`config.mk`:
```
export PLATFORM = sky130hd
export DESIGN_NAME = heartbeat_monitor
export DESIGN_NICKNAME = d
export VERILOG_FILES = /design/src/rtl/heartbeat_pkg.sv /design/src/rtl/manchester_pair_slicer.sv /design/src/rtl/heartbeat_monitor.sv
export SDC_FILE = /design/constraint.sdc
export NUM_CORES = 1
export LEC_CHECK = 0
export ABC_AREA = 1
export CELL_PAD_IN_SITES_DETAIL_PLACEMENT = 1
export CELL_PAD_IN_SITES_GLOBAL_PLACEMENT = 1
export CORE_ASPECT_RATIO = 1.25
export CORE_MARGIN = 1
export CORE_UTILIZATION = 40
export DETAILED_ROUTE_END_ITERATION = 6
export MAX_ROUTING_LAYER = met4
export PLACE_DENSITY_LB_ADDON = 0.1
export SKIP_LAST_GASP = 1
export SYNTH_ARGS = -nofsm -noshare
export SYNTH_HDL_FRONTEND = slang
export SYNTH_HIERARCHICAL = 1
export SYNTH_SLANG_ARGS = --single-unit
```
`constraint.sdc`:
```
create_clock -name clk -period 2.5 [get_ports clk]
set_input_delay 0.5 -clock clk [delete_from_list [all_inputs] [get_ports clk]]
set_output_delay 0.5 -clock clk [all_outputs]
set_load 0.1 [all_outputs]
```
`src/rtl/heartbeat_pkg.sv`:
```
// Shared types and constants for the heartbeat line receiver.
package heartbeat_pkg;

   typedef enum logic [1:0] {
      HUNT_PHASE = 2'd0,
      HUNT_WORD  = 2'd1,
      LOCKED     = 2'd2
   } hb_state_e;

   localparam int         HB_WORD_BITS = 8;
   localparam int         HB_HALF_CLKS = 2;
   localparam logic [7:0] HB_CNT_MAX   = 8'd255;

   function automatic logic [7:0] sat_inc(input logic [7:0] v);
      return (v == HB_CNT_MAX) ? v : v + 8'd1;
   endfunction

endpackage

```
`src/rtl/manchester_pair_slicer.sv`:
```
// Groups registered line samples into (first, second) half-bit pairs and
// decodes them; owns the half-bit phase flag, which holds for one clock on slip.
module manchester_pair_slicer
   import heartbeat_pkg::*;
(
   input  logic clk,
   input  logic rst,
   input  logic sample,
   input  logic slip,
   output logic bit_valid,
   output logic bit_value,
   output logic violation
);

   localparam int              PW        = $clog2(HB_HALF_CLKS);
   localparam logic [PW-1:0]   PH_SECOND = PW'(HB_HALF_CLKS - 1);

   logic [PW-1:0] phase_q, phase_d;
   logic          first_q, first_d;
   logic          pair_end;

   always_comb begin
      first_d   = sample;
      pair_end  = (phase_q == PH_SECOND);
      violation = pair_end && (first_q == sample);
      bit_valid = pair_end && (first_q != sample);
      bit_value = first_q;
      // Holding the phase instead of advancing it re-pairs the stream one clock later.
      phase_d   = slip ? phase_q : phase_q + PW'(1);
   end

   always_ff @(posedge clk) begin
      first_q <= first_d;
   end

   always_ff @(posedge clk) begin
      if (rst) begin
         phase_q <= '0;
      end else begin
         phase_q <= phase_d;
      end
   end

endmodule

```
`src/rtl/heartbeat_monitor.sv`:
```
// Heartbeat line receiver: phase/word alignment, sequence check, lock status.
// Define HEARTBEAT_MONITOR_STATS_EN to implement the code/sequence error counters.
//
// state      | meaning
// HUNT_PHASE | counting consecutive good Manchester pairs, slipping on violations
// HUNT_WORD  | assembling candidate words, slipping one bit on a failed +1 match
// LOCKED     | emitting words, tracking consecutive sequence mismatches
module heartbeat_monitor
   import heartbeat_pkg::*;
#(
   parameter int PHASE_LOCK_PAIRS  = 16,
   parameter int WORD_LOCK_MATCHES = 2,
   parameter int LOSS_MISMATCHES   = 2
) (
   input  logic       clk,
   input  logic       rst,
   input  logic       signal,
   output logic [7:0] data,
   output logic       data_valid,
   output logic       locked,
   output logic [7:0] code_err_count,
   output logic [7:0] seq_err_count
);

   localparam int GW = $clog2(PHASE_LOCK_PAIRS + 1);
   localparam int MW = $clog2(WORD_LOCK_MATCHES + 1);
   localparam int LW = $clog2(LOSS_MISMATCHES + 1);
   localparam int BW = $clog2(HB_WORD_BITS);

   localparam logic [GW-1:0] GOOD_LAST  = GW'(PHASE_LOCK_PAIRS - 1);
   localparam logic [MW-1:0] MATCH_LAST = MW'(WORD_LOCK_MATCHES - 1);
   localparam logic [LW-1:0] MISS_LAST  = LW'(LOSS_MISMATCHES - 1);
   localparam logic [BW-1:0] BIT_LAST   = BW'(HB_WORD_BITS - 1);

   hb_state_e                state_q, state_d;
   logic                     sig_q, sig_d;
   logic [GW-1:0]            good_cnt_q, good_cnt_d;
   logic [BW-1:0]            bit_cnt_q, bit_cnt_d;
   logic [MW-1:0]            match_cnt_q, match_cnt_d;
   logic [LW-1:0]            miss_cnt_q, miss_cnt_d;
   logic [HB_WORD_BITS-1:0]  shift_q, shift_d;
   logic [HB_WORD_BITS-1:0]  cand_q, cand_d;
   logic                     have_cand_q, have_cand_d;
   logic                     skip_q, skip_d;
   logic [7:0]               data_q, data_d;
   logic                     data_valid_q, data_valid_d;

   logic                     bit_valid, bit_value, violation, slip;
   logic [HB_WORD_BITS-1:0]  word_next;
   logic                     seq_ok;

   assign sig_d = signal;

   always_ff @(posedge clk) begin
      sig_q <= sig_d;
   end

   assign slip = (state_q == HUNT_PHASE) && violation;

   manchester_pair_slicer u_slicer (
      .clk       (clk),
      .rst       (rst),
      .sample    (sig_q),
      .slip      (slip),
      .bit_valid (bit_valid),
      .bit_value (bit_value),
      .violation (violation)
   );

   assign word_next = {shift_q[HB_WORD_BITS-2:0], bit_value};
   assign seq_ok    = (word_next == cand_q + 8'd1);

   always_comb begin
      state_d      = state_q;
      good_cnt_d   = good_cnt_q;
      bit_cnt_d    = bit_cnt_q;
      match_cnt_d  = match_cnt_q;
      miss_cnt_d   = miss_cnt_q;
      shift_d      = shift_q;
      cand_d       = cand_q;
      have_cand_d  = have_cand_q;
      skip_d       = skip_q;
      data_d       = data_q;
      data_valid_d = 1'b0;

      unique case (state_q)
         HUNT_PHASE: begin
            if (violation) begin
               good_cnt_d = '0;
            end else if (bit_valid) begin
               if (good_cnt_q == GOOD_LAST) begin
                  state_d     = HUNT_WORD;
                  good_cnt_d  = '0;
                  bit_cnt_d   = '0;
                  match_cnt_d = '0;
                  have_cand_d = 1'b0;
                  skip_d      = 1'b0;
               end else begin
                  good_cnt_d = good_cnt_q + GW'(1);
               end
            end
         end

         HUNT_WORD: begin
            if (violation) begin
               state_d    = HUNT_PHASE;
               good_cnt_d = '0;
            end else if (bit_valid) begin
               if (skip_q) begin
                  skip_d = 1'b0;
               end else begin
                  shift_d = word_next;
                  if (bit_cnt_q == BIT_LAST) begin
                     bit_cnt_d   = '0;
                     cand_d      = word_next;
                     have_cand_d = 1'b1;
                     if (have_cand_q) begin
                        if (seq_ok) begin
                           if (match_cnt_q == MATCH_LAST) begin
                              state_d    = LOCKED;
                              miss_cnt_d = '0;
                           end else begin
                              match_cnt_d = match_cnt_q + MW'(1);
                           end
                        end else begin
                           // The word after a slip has no valid predecessor, so it is stored only.
                           match_cnt_d = '0;
                           skip_d      = 1'b1;
                           have_cand_d = 1'b0;
                        end
                     end
                  end else begin
                     bit_cnt_d = bit_cnt_q + BW'(1);
                  end
               end
            end
         end

         LOCKED: begin
            if (violation) begin
               state_d    = HUNT_PHASE;
               good_cnt_d = '0;
            end else if (bit_valid) begin
               shift_d = word_next;
               if (bit_cnt_q == BIT_LAST) begin
                  bit_cnt_d = '0;
                  cand_d    = word_next;
                  if (seq_ok) begin
                     miss_cnt_d   = '0;
                     data_d       = word_next;
                     data_valid_d = 1'b1;
                  end else if (miss_cnt_q == MISS_LAST) begin
                     state_d    = HUNT_PHASE;
                     good_cnt_d = '0;
                     miss_cnt_d = '0;
                  end else begin
                     miss_cnt_d   = miss_cnt_q + LW'(1);
                     data_d       = word_next;
                     data_valid_d = 1'b1;
                  end
               end else begin
                  bit_cnt_d = bit_cnt_q + BW'(1);
               end
            end
         end

         default: begin
            state_d = HUNT_PHASE;
         end
      endcase
   end

   always_ff @(posedge clk) begin
      if (rst) begin
         state_q      <= HUNT_PHASE;
         good_cnt_q   <= '0;
         bit_cnt_q    <= '0;
         match_cnt_q  <= '0;
         miss_cnt_q   <= '0;
         shift_q      <= '0;
         cand_q       <= '0;
         have_cand_q  <= 1'b0;
         skip_q       <= 1'b0;
         data_q       <= '0;
         data_valid_q <= 1'b0;
      end else begin
         state_q      <= state_d;
         good_cnt_q   <= good_cnt_d;
         bit_cnt_q    <= bit_cnt_d;
         match_cnt_q  <= match_cnt_d;
         miss_cnt_q   <= miss_cnt_d;
         shift_q      <= shift_d;
         cand_q       <= cand_d;
         have_cand_q  <= have_cand_d;
         skip_q       <= skip_d;
         data_q       <= data_d;
         data_valid_q <= data_valid_d;
      end
   end

   assign data       = data_q;
   assign data_valid = data_valid_q;
   assign locked     = (state_q == LOCKED);

`ifdef HEARTBEAT_MONITOR_STATS_EN
   logic [7:0] code_err_q, code_err_d;
   logic [7:0] seq_err_q, seq_err_d;
   logic       seq_err_inc;

   assign seq_err_inc = (state_q == LOCKED) && bit_valid && (bit_cnt_q == BIT_LAST) && !seq_ok;

   always_comb begin
      code_err_d = violation   ? sat_inc(code_err_q) : code_err_q;
      seq_err_d  = seq_err_inc ? sat_inc(seq_err_q)  : seq_err_q;
   end

   always_ff @(posedge clk) begin
      if (rst) begin
         code_err_q <= '0;
         seq_err_q  <= '0;
      end else begin
         code_err_q <= code_err_d;
         seq_err_q  <= seq_err_d;
      end
   end

   assign code_err_count = code_err_q;
   assign seq_err_count  = seq_err_q;
`else
   assign code_err_count = '0;
   assign seq_err_count  = '0;
`endif

endmodule

```
**Word level (Yosys, flattened, before mapping)**

Index checks and enable logic that the tools add are counted.

- Flip-flop bits (word level): 43
- Logic and storage cells: 171
- Input port bits: 3

- Bitwise operators: 4
- Muxes and demuxes: 94
- Equal/unequal tests: 36
- $add $sub $neg: 6
- Reductions and logical operators: 17

Operators by type and width:

| cell | number |
|---|---|
| 2-bit 2-to-1 mux | 37 |
| 8-bit 2-to-1 mux | 8 |
| 5-bit 2-to-1 mux | 9 |
| 7-bit 2-to-1 mux | 5 |
| 3-bit 2-to-1 mux | 9 |
| 3-bit inequality test (second input constant) | 9 |
| 2-bit inequality test (second input constant) | 12 |
| 1-bit 2-to-1 mux | 17 |
| 8-bit one-hot mux with 2 select lines | 1 |
| 5-bit one-hot mux with 3 select lines | 1 |
| 7-bit one-hot mux with 2 select lines | 1 |
| 13-bit AND reduction | 1 |
| 6-bit AND reduction | 2 |
| 11-bit AND reduction | 1 |
| 10-bit AND reduction | 1 |
| 3-bit by 1-bit inequality test with 1-bit output (second input constant) | 3 |
| 3-bit one-hot mux with 3 select lines | 1 |
| 9-bit AND reduction | 1 |
| 8-bit by 1-bit adder with 8-bit output (second input constant) | 1 |
| 8-bit == test | 1 |
| 2-bit one-hot mux with 2 select lines | 2 |
| 8-bit AND reduction | 1 |
| 7-bit AND reduction | 1 |
| 2-bit by 1-bit == test with 1-bit output (second input constant) | 3 |
| other kinds (19) | 29 |

**Longest topological paths before layout**

- Depth after elaboration: 9
- Depth in mapped cells: 15

**By module**

The synthesis kept the hierarchy.

Modules (own cells, without submodules):

| module | cells each | times used | seq. area each (µm²) | area each (µm²) |
|---|---|---|---|---|
| heartbeat_monitor | 343 | 1 | 820.8 | 2343.5 |
| manchester_pair_slicer | 18 | 1 | 40.0 | 105.1 |

**Worst setup path before layout**

No wires, ideal clock.

- Kind: register -> register
- From: reg state_q[0]
- To: reg data_q[1] (netlist: data[1])
- Data arrival time: 2.294 ns
- Clock period less this slack: 2.426 ns
- Data required time: 2.368 ns
- Library setup time: 0.132 ns
- Path slack: 0.074 ns
- Stages on the path, launching flop included: 10
- Cells stage by stage: dfxtp_1 -> inv_1 -> ha_1 -> inv_1 -> nor2_2 -> inv_1 -> nor2_1 -> nand2_2 -> nand2_1 -> a21oi_1

- Cells in the longest elaborated chain, start to end: 2

Ends and longest elaborated chain:

| element | line | RTL |
|---|---|---|
| from (decl) | heartbeat_monitor.sv:35 | `hb_state_e state_q, state_d;` |
| from (signal assigned) | heartbeat_monitor.sv:187 | `state_q <= state_d;` |
| 2-bit == test | - |  |
| via locked | heartbeat_monitor.sv:20 | `output logic locked,` |
| 5-bit AND reduction (no line) | - |  |
| to (signal assigned) | heartbeat_monitor.sv:196 | `data_q <= data_d;` |
| to (decl) | heartbeat_monitor.sv:45 | `logic [7:0] data_q, data_d;` |

The timed path passes the listed nets, and every way through them passes these cells.
A chain may end at the register's enable or synchronous reset.

**Worst setup path in the final report**

- From: reg u_slicer.first_q (netlist: u_slicer/bit_value)
- To: reg state_q[0]

- Cells in the longest elaborated chain, start to end: 4
- Elaborated cells between the ends (all ways): 21

Ends and longest elaborated chain:

| element | line | RTL |
|---|---|---|
| from (decl) | manchester_pair_slicer.sv:19 | `logic first_q, first_d;` |
| from (signal assigned) | manchester_pair_slicer.sv:33 | `first_q <= first_d;` |
| 1-bit == test * | manchester_pair_slicer.sv:25 | `violation = pair_end && (first_q == sample);` |
| 1-bit logical AND * | manchester_pair_slicer.sv:25 |  |
| via violation | heartbeat_monitor.sv:48 | `logic bit_valid, bit_value, violation, slip;` |
| 3-bit inequality test (no line) (tied with other cells) | - |  |
| 13-bit AND reduction (no line) or 2-bit one-hot mux with 3 select lines (tied branches) | - |  |

Mark *: on every way through the listed nets, which the timed path passes. The rest lies on a longest branch.

==> qor.csv <==
stage;metric;value;unit
cts;cts_tree;yes;
place;placed_area;2600;sq um
worst_setup_path;endpoint_kind;flop;
sta;final.min_clock_period;2.16;ns
sta;setup_slack;0.340;ns
global_route;grt_usage;0.204;
synthesis;syn_area;2450;sq um
worst_setup_path;criticalPathCategory;flop to flop;
power_and_ir_drop;power.leakage;1.19;nW
place;dpl.hpwl;4660;um
worst_setup_path;required;2.74;ns
power_and_ir_drop;p_int;0.937;mW
global_route;grt_pass1_wl;9870;um
worst_setup_path;cp_slowest_cell;dfxtp_1;
sta;finalCritPeriodShare;0.864;
floorplanning;core_area;5860;sq um
global_route;grt_max_degree;27;
hold_path;hp-class;flop to flop;
finish;final_common_cell;nand2_1;
sta;hold_viol;0;
synthesis;synth_warnings;6;
place;routabilityCongestion;0.898;
finish;mostFrequentLayoutCells;nand2_1, nor2_1, dfxtp_1;
drt;wl;5880;um
cts;cts_resized;0;
worst_setup_path;slowest_delay;0.46;ns
synthesis;synth-seq-cells;43;
drt;vias;2237;
drt;routed_via_density;4.84;
finish;instances_no_fill;462;
sta;tns;0;ns
finish;areaGrowthSynthToFinish;9.81;%
cts;clk_latency;0.30;ns
flow_run;drv_cap;0;
cts;cts-htree-levels;2;
finish;antenna_cells;0;
synthesis;syn_avg_cell_area;6.78;sq um
finish;drive_above_1_share;0.124;
power_and_ir_drop;switching_power;0.441;mW
floorplanning;die_y;89.5;um
floorplanning;initial_core_util;0.418;
cts;cts_root_buffer;clkbuf_8;
synthesis;synthCells;361;
sta;hold_slack;0.393;ns
power_and_ir_drop;p_per_area;513;nW/um^2
power_and_ir_drop;comb_power_share;0.152;
global_route;grt_pass1_vias;2182;
worst_setup_path;cp_cell_sequence;inv_1 -> nand2_1 -> nand2_1 -> nor2_2 -> nor2_2 -> o21ai_0 -> o21ai_0 -> a211oi_1 -> nand2_1 -> nor2_1 -> nor2_1 -> nor2_1;
power_and_ir_drop;power_frac_seq;0.515;
place;dp_worst_setup_slack;0.341;ns
worst_setup_path;critPathLaunchType;flop;
power_and_ir_drop;ir_worst_vdd;0.244;mV
floorplanning;placementRows;31;
floorplanning;io-pin-count;29;
worst_setup_path;path_delay_family;simple AND/OR/NAND/NOR gates;
sta;rsz0062_at_grt;false;
synthesis;synth_cell_type_count;29;
cts;clkTransAtPathRegs;0.09;ns
cts;cts_sinks;43;
drt;drtIter0Drc;51;
sta;slew_viol_final;0;
global_route;grt.overflow.total;0;
cts;cts_buffers;5;
power_and_ir_drop;swShare;0.320;
floorplanning;die_w;72.0;um
synthesis;ys_seq_area_frac;0.352;
worst_setup_path;path_buf_inv;1;
run_status;outcome;complete, no violations;
cts;cts_buffer_depth;2;
drt;drt-pass1-iter-count;4;
sta;skew;0.0102;ns
power_and_ir_drop;totalPowerFinal;1.38;mW
worst_setup_path;worstPathMaxFanout;7;
drt;drc;0;
place;place_inst;454;
cts;postCtsSetupRepairBufs;0;
global_route;antenna_found_initial;0;
finish;layout.nets;391;
drt;wl_per_cell;12.7;um
cts;ctsHoldBuffers;0;
power_and_ir_drop;power_frac_clock;0.334;
finish;postLayoutCellArea;2690;sq um
floorplanning;die-area;6440;sq um
drt;ant_nets;0;
worst_setup_path;cp.arrival;2.40;ns
sta;setup_violations;0;
worst_setup_path;rrSetupSlack;0.34;ns
finish;post-route-util;0.459;
place;io_buffers;12;
sta;max_freq;463;MHz
layout make-up:
class                   count  area (sq um)
clock inverters             3          23.8
inverters                  43           161
multi-input cells         270          1350
fillers                   790          3170
flip-flops and latches     43           861
well taps                  82           103
repair buffers             16           125
clock buffers               5          68.8
routing by layer:
layer | global-route usage | vias to the layer above | wire length (um)
met4 | 0.0624 | 0 | 74
met1 | 0.216 | 1046 | 2510
met2 | 0.390 | 22 | 3200
met3 | 0.0282 | 6 | 88
li1 | - | 1163 | -
met5 | - | - | 0
state kept, by name (all words and copies together) (netlist names):
name	count
skip_q	1
data_valid	1
shift_q	7
miss_cnt_q	2
u_slicer/bit_value	1
state_q	2
sig_q	1
u_slicer/pair_end	1
bit_cnt_q	3
good_cnt_q	5
data	8
match_cnt_q	2
have_cand_q	1
cand_q	8
final timing paths:
path	startpoint	end	cells after the start
worst min register to register	sig_q	u_slicer/bit_value	0
worst min-delay path	sig_q	u_slicer/bit_value	0
worst max-delay path	u_slicer/bit_value	state_q[0]	12
worst max register to register	u_slicer/bit_value	state_q[0]	12
worst register-to-register path: cells and delay by family (launching register included):
kind | cells | cell delay (ns)
compound gates | 3 | 0.71
buf+inv | 1 | 0.09
flops | 1 | 0.46
simple gates | 8 | 0.86
cell families after synthesis:
logic type	after synthesis	share of synthesized area
and+or+nand+nor	176	0.323
adders and majority gates	9	0.0460
buffers and inverters	63	0.122
DFF	43	0.352
other	1	0.00153
xor gates and xnor gates	5	0.0179
AOI/OAI and AO/OA	64	0.138
synth_stat cells, drive strengths merged:
cell / instances / area (sq um)
a21boi: 1 / 11.3
a21oi: 32 / 160
dfxtp: 43 / 861
nand2: 84 / 345
buf: 17 / 125
xnor2: 3 / 26.3
xor2: 2 / 17.5
ha: 9 / 113
o21ai: 26 / 130
nand3: 28 / 150
nor2: 57 / 251
o211ai: 1 / 7.51
nand3b: 1 / 7.51
inv: 43 / 161
nand4: 3 / 18.8
clkbuf: 3 / 11.3
nor3: 2 / 10.0
nor3b: 1 / 7.51
a211oi: 2 / 15.0
conb: 1 / 3.75
o21bai: 2 / 15.0
power groups by stage:
stage	Clock (mW)	Sequential, mW	Combinational (mW)
floorplan	0	0.723	0.205
global placement	0	0.725	0.208
detailed placement	0	0.726	0.210
CTS	0.484	0.710	0.211
global route	0.510	0.712	0.229
finish	0.460	0.709	0.209
(Power assumes the default switching activity.)
